### src/rtl/elevator_pkg.sv
// elevator_pkg: shared door-state encoding and dwell-counter width for the car controllers.
//   door_state_e : CLOSED=0, OPENING=1, OPEN=2, CLOSING=3
//   CNT_W / cnt_t: 8-bit tick counter used by every timed state
package elevator_pkg;

    localparam int CNT_W = 8;

    typedef logic [CNT_W-1:0] cnt_t;

    typedef enum logic [1:0] {
        ST_CLOSED  = 2'd0,
        ST_OPENING = 2'd1,
        ST_OPEN    = 2'd2,
        ST_CLOSING = 2'd3
    } door_state_e;

endpackage

### src/rtl/tick_sync.sv
// tick_sync: brings a slow divider square wave into the clk domain and emits a 1-cycle tick per rising edge.
//   clk      : system clock
//   rst_n    : asynchronous active-low reset
//   level_in : asynchronous square wave (1 Hz / 4 Hz / 8 Hz divider output)
//   tick     : one-cycle strobe, 3 clocks after level_in rises
module tick_sync (
    input  logic clk,
    input  logic rst_n,
    input  logic level_in,
    output logic tick
);

    logic [1:0] sync_q, sync_d;
    logic       prev_q, prev_d;
    logic       tick_q, tick_d;

    always_comb begin
        sync_d = {sync_q[0], level_in};
        prev_d = sync_q[1];
        tick_d = sync_q[1] & ~prev_q;
    end

    always_ff @(posedge clk or negedge rst_n) begin
        if (!rst_n) begin
            sync_q <= '0;
            prev_q <= 1'b0;
            tick_q <= 1'b0;
        end else begin
            sync_q <= sync_d;
            prev_q <= prev_d;
            tick_q <= tick_d;
        end
    end

    assign tick = tick_q;

endmodule

### src/rtl/door_sequencer.sv
// door_sequencer: elevator door open/dwell/close sequencer timed by a 1 Hz divider tick.
//   frequency_50Mhz   : system clock
//   reset_n           : asynchronous active-low reset
//   frequency_1hz     : 1 Hz square wave, sampled as data
//   at_floor          : car level with a landing; opening only allowed when high
//   open_req          : level request to open / hold open
//   obstruction       : doorway sensor; forces reopen / hold
//   motor_open        : drive door toward open (OPENING only)
//   motor_close       : drive door toward closed (CLOSING only)
//   door_locked       : door closed, car free to move (CLOSED only)
//   door_closed_pulse : one-cycle strobe when a close stroke completes
//   state             : current state code
module door_sequencer
    import elevator_pkg::*;
#(
    parameter int OPEN_TIME_S = 5,
    parameter int MOVE_TIME_S = 2
) (
    input  logic       frequency_50Mhz,
    input  logic       reset_n,
    input  logic       frequency_1hz,
    input  logic       at_floor,
    input  logic       open_req,
    input  logic       obstruction,
    output logic       motor_open,
    output logic       motor_close,
    output logic       door_locked,
    output logic       door_closed_pulse,
    output logic [1:0] state
);

    localparam cnt_t OPEN_CNT = cnt_t'(OPEN_TIME_S);
    localparam cnt_t MOVE_CNT = cnt_t'(MOVE_TIME_S);

    door_state_e state_q, state_d;
    cnt_t        cnt_q, cnt_d;
    logic        pulse_q, pulse_d;
    logic        tick;
    logic        hold;
    logic        last;
    cnt_t        cnt_dec;
    cnt_t        back_cnt;

    tick_sync u_tick_sync (
        .clk      (frequency_50Mhz),
        .rst_n    (reset_n),
        .level_in (frequency_1hz),
        .tick     (tick)
    );

    assign hold    = open_req | obstruction;
    assign last    = cnt_q == cnt_t'(1);
    assign cnt_dec = cnt_q - cnt_t'(1);
    // A reversal mid-close only has to travel back the distance already closed.
    assign back_cnt = MOVE_CNT - cnt_q;

    always_ff @(posedge frequency_50Mhz or negedge reset_n) begin
        if (!reset_n) begin
            state_q <= ST_CLOSED;
            cnt_q   <= '0;
            pulse_q <= 1'b0;
        end else begin
            state_q <= state_d;
            cnt_q   <= cnt_d;
            pulse_q <= pulse_d;
        end
    end

    // Hold/reversal requests are tested before the tick so they win a coincident tick.
    always_comb begin
        state_d = state_q;
        cnt_d   = cnt_q;
        case (state_q)
            ST_CLOSED: begin
                if (at_floor && hold) begin
                    state_d = ST_OPENING;
                    cnt_d   = MOVE_CNT;
                end
            end
            ST_OPENING: begin
                if (tick) begin
                    state_d = last ? ST_OPEN : ST_OPENING;
                    cnt_d   = last ? OPEN_CNT : cnt_dec;
                end
            end
            ST_OPEN: begin
                if (hold) begin
                    cnt_d = OPEN_CNT;
                end else if (tick) begin
                    state_d = last ? ST_CLOSING : ST_OPEN;
                    cnt_d   = last ? MOVE_CNT : cnt_dec;
                end
            end
            ST_CLOSING: begin
                if (hold) begin
                    state_d = (back_cnt == '0) ? ST_OPEN : ST_OPENING;
                    cnt_d   = (back_cnt == '0) ? OPEN_CNT : back_cnt;
                end else if (tick) begin
                    state_d = last ? ST_CLOSED : ST_CLOSING;
                    cnt_d   = last ? '0 : cnt_dec;
                end
            end
        endcase
    end

    always_comb begin
        pulse_d           = (state_q == ST_CLOSING) && (state_d == ST_CLOSED);
        motor_open        = state_q == ST_OPENING;
        motor_close       = state_q == ST_CLOSING;
        door_locked       = state_q == ST_CLOSED;
        door_closed_pulse = pulse_q;
        state             = state_q;
    end

endmodule

### config.mk
export PLATFORM = sky130hd
export DESIGN_NAME = door_sequencer
export DESIGN_NICKNAME = d
export VERILOG_FILES = /design/src/rtl/elevator_pkg.sv /design/src/rtl/tick_sync.sv /design/src/rtl/door_sequencer.sv
export SDC_FILE = /design/constraint.sdc
export NUM_CORES = 1
export LEC_CHECK = 0
export BUFFER_PORTS_ARGS = -buffer_cell sky130_fd_sc_hd__buf_2
export CAP_MARGIN = 10
export CORE_AREA = 2 2 50 52
export CTS_CLUSTER_SIZE = 25
export DETAILED_ROUTE_END_ITERATION = 10
export DIE_AREA = 0 0 52 54
export PLACE_DENSITY = 0.79
export SYNTH_ARGS = -nofsm -noshare
export SYNTH_HDL_FRONTEND = slang
export SYNTH_HIERARCHICAL = 1
export SYNTH_SLANG_ARGS = --single-unit
### constraint.sdc
create_clock -name frequency_50Mhz -period 2.65 [get_ports frequency_50Mhz]
set_input_delay 0.265 -clock frequency_50Mhz [delete_from_list [all_inputs] [get_ports frequency_50Mhz]]
set_output_delay 0.265 -clock frequency_50Mhz [all_outputs]
set_load 0.01 [all_outputs]
==> flow_metrics.py <==
metrics = {
    "finish": {
        "final_util_pct": 58.3,
        "design_area_um2": 1350,
        "diodes": 0,
        "area_growth_pct": 7.14,
        "final_nets": 168,
        "drive_gt1_share_pct": 17.2,
        "n_fill_cell": 225,
    },
    "timing": {
        "period_share_pct": 86.6,
        "setup_violations": 0,
        "rsz0062_at_grt": "false",
        "worst_slack_ns": 0.355,
        "hold_viol": 0,
        "fin_skew_ns": 0.00175,
        "finalSetupTns_ns": 0,
        "fin_crit_ns": 2.29,
        "worst_pin_slew_ns": 0.779,
        "fin_hold_ws_ns": 0.0673,
        "final-max-slew-violation-count": 0,
        "slew-limit-headroom_pct": 47.5,
        "fmax_mhz": 436,
    },
    "logic_synthesis": {
        "synthMuxAreaShare_pct": 0,
        "synthArstFlopShare_pct": 100,
        "synth-simple-area-share_pct": 22.5,
        "yosys.area_share.xor_xnor_pct": 1.39,
        "yosys-top-cells-area": "dfrtp_1, a21oi_1, ha_1",
        "synth_top_family_by_area": "compound AO/OA/AOI/OAI gates",
        "yosys.area.top_type": "dfrtp_1",
        "synth-compound-area-share_pct": 36.1,
        "synth_seq_cells": 15,
        "synth_cells": 149,
        "synthDistinctLibCells": 51,
        "synthAdderAreaFrac_pct": 3.96,
        "synth_common_cells": "a21oi_1, dfrtp_1, nand2_1",
        "synth_ff_type": "dfrtp_1",
        "mappedNetlistArea_um2": 1260,
        "netlist.area_leader.share_pct": 29.7,
        "synth_area_per_cell_um2": 8.47,
        "yosysSeqAreaShare_pct": 29.7,
        "yosys_warnings": 6,
        "syn-num-nets": 159,
        "synth_enable_flop_cells": 0,
    },
    "global_route": {
        "use_met3_pct": 3.61,
        "busiest_layer": "met2",
        "grt-ovfl-total": 0,
        "antenna_found_initial": 0,
        "track_usage_pct": 26.1,
        "grt_pass1_vias": 1126,
        "grt_max_degree": 21,
        "grt_use_met1_pct": 31.8,
        "grt_pass1_wl_um": 5290,
        "grtUsageMet2_pct": 42.8,
    },
    "placed_design": {
        "place.gp.congestion": 0.896,
        "dpl_cell_area_um2": 1310,
        "dp_hpwl_um": 2350,
        "dp_slack_ns": 0.405,
        "io_buffers": 11,
    },
    "worst_setup_path": {
        "cp-start-kind": "register",
        "cp_data_arrival_time_ns": 2.47,
        "end_kind": "register",
        "crit_type": "reg -> reg",
        "critical_path.max_fanout": 13,
        "required_ns": 2.83,
    },
    "detailed_routing": {
        "drtIter0Drc": 32,
        "drt_pre_antenna_iters": 4,
        "antenna_left": 0,
        "drt_drc_violations_left": 0,
        "via_per_inst": 6.59,
        "routed_wl_um": 3210,
        "num_vias": 1232,
        "wire_per_inst_um": 17.2,
    },
    "pwr": {
        "power.switching_uw": 631,
        "comb_power_share_pct": 54.6,
        "ir_drop_uv": 518,
        "pwr-share-clk_pct": 11.1,
        "total_leakage_power_nw": 0.555,
        "p_per_area_nw_per_um2": 945,
        "switching_share_pct": 49.4,
        "intPower_uw": 647,
        "p_seq_share_pct": 34.3,
    },
    "die": {
        "num_rows": 18,
        "core_area_um2": 2320,
        "die_h_um": 54,
        "initial_core_util_pct": 54.4,
        "io_pins": 12,
        "die_area_um2": 2810,
        "die_w_um": 52,
    },
    "worst_hold_path": {
        "min_path_type": "in -> reg",
    },
    "clock_tree": {
        "cts_buffers": 3,
        "clock-sinks": 15,
        "root_buffer": "clkbuf_4",
        "insertion_delay_ns": 0.30,
        "htree_levels": 1,
        "cts_max_path_buffers": 2,
        "cts_tree": "yes",
        "path_clk_slew_ns": 0.10,
        "cts_resized": 0,
        "post-cts-setup-buffers": 0,
        "hold_buffers": 1,
    },
    "run": {
        "maxCapViolCount": 0,
    },
    "status": {
        "outcome": "complete, no violations",
    },
}
-- sequential cells by signal (all words and copies together), names as in the netlist --
| register | flops |
|---|---|
| door_closed_pulse | 1 |
| u_tick_sync/sync_q | 2 |
| u_tick_sync/prev_q | 1 |
| cnt_q | 8 |
| state | 2 |
| u_tick_sync/tick | 1 |
-- cells by family after synthesis --
| kind of cell | after synthesis |
|---|---|
| and+or+nand+nor | 49 |
| buffers and inverters | 16 |
| adders and majority gates | 4 |
| AOI/OAI and AO/OA | 63 |
| DFF | 15 |
| xor gates and xnor gates | 2 |
-- path summary, 6_finish.rpt --
kind                                       startpoint               endpoint  slack [ns]  cells after the start
worst max register to register               cnt_q[0]               cnt_q[6]        0.36                      6
max in group asynchronous                     reset_n               cnt_q[4]        2.01                      2
worst min register to register  u_tick_sync/sync_q[0]  u_tick_sync/sync_q[1]        0.36                      0
min in group asynchronous                     reset_n               state[0]        0.39                      2
worst max-delay path                         cnt_q[0]               cnt_q[6]        0.36                      6
worst min-delay path                    frequency_1hz  u_tick_sync/sync_q[0]        0.07                      1
-- power groups by stage --
| stage | clock network (mW) | logic [mW] | registers, mW |
|---|---|---|---|
| floorplan | 0 | 0.597 | 0.373 |
| detailed placement | 0 | 0.682 | 0.439 |
| CTS | 0.145 | 0.688 | 0.433 |
| global route | 0.159 | 0.769 | 0.449 |
| global placement | 0 | 0.659 | 0.431 |
| finish | 0.142 | 0.698 | 0.439 |
-- through the flow --
step           power (mW)  std cells
2_1_floorplan       0.970        149
3_3_place_gp         1.09        182
3_5_place_dp         1.12        182
4_1_cts              1.27        187
5_1_grt              1.38        187
6_report             1.28        187
-- layout by cell type, fill, tap and decap left out, types with 4 or more instances in the layout --
master    netlist  final
dfrtp_1        15     15
buf_2           4     11
a21oi_1        15     15
nor2_1          9      9
nand3_1         5      5
o21ai_1         4      4
inv_1           6      6
nand2_1        11     11
ha_1            4      4
o22ai_1         4      4
a221oi_1        4      4
o21ai_0         9      9
-- critical path: stages, from the launching register on --
cell and delay (ns):
dfrtp_1 0.62, ha_1 0.25, nor3b_1 0.24, and2_1 0.45, nor2_1 0.20, a221oi_1 0.31, a21oi_1 0.11
-- layout make-up --
type / instances / area (um^2) / share of cell area [%]
multi-input cells: 118 / 807 / 59.7
flip-flops and latches: 15 / 375 / 27.8
repair buffers: 14 / 80.1 / 5.92
well taps: 30 / 37.5 / 2.78
clock buffers: 3 / 22.5 / 1.67
inverters: 6 / 22.5 / 1.67
clock inverters: 1 / 7.51 / 0.555
-- layer usage --
layer / up-vias / wire, um
met2: 45 / 1580
met1: 596 / 1360
met5: - / 0
met4: 0 / 57
li1: 586 / -
met3: 5 / 215
Note: power is estimated with default switching activity, not from simulation.
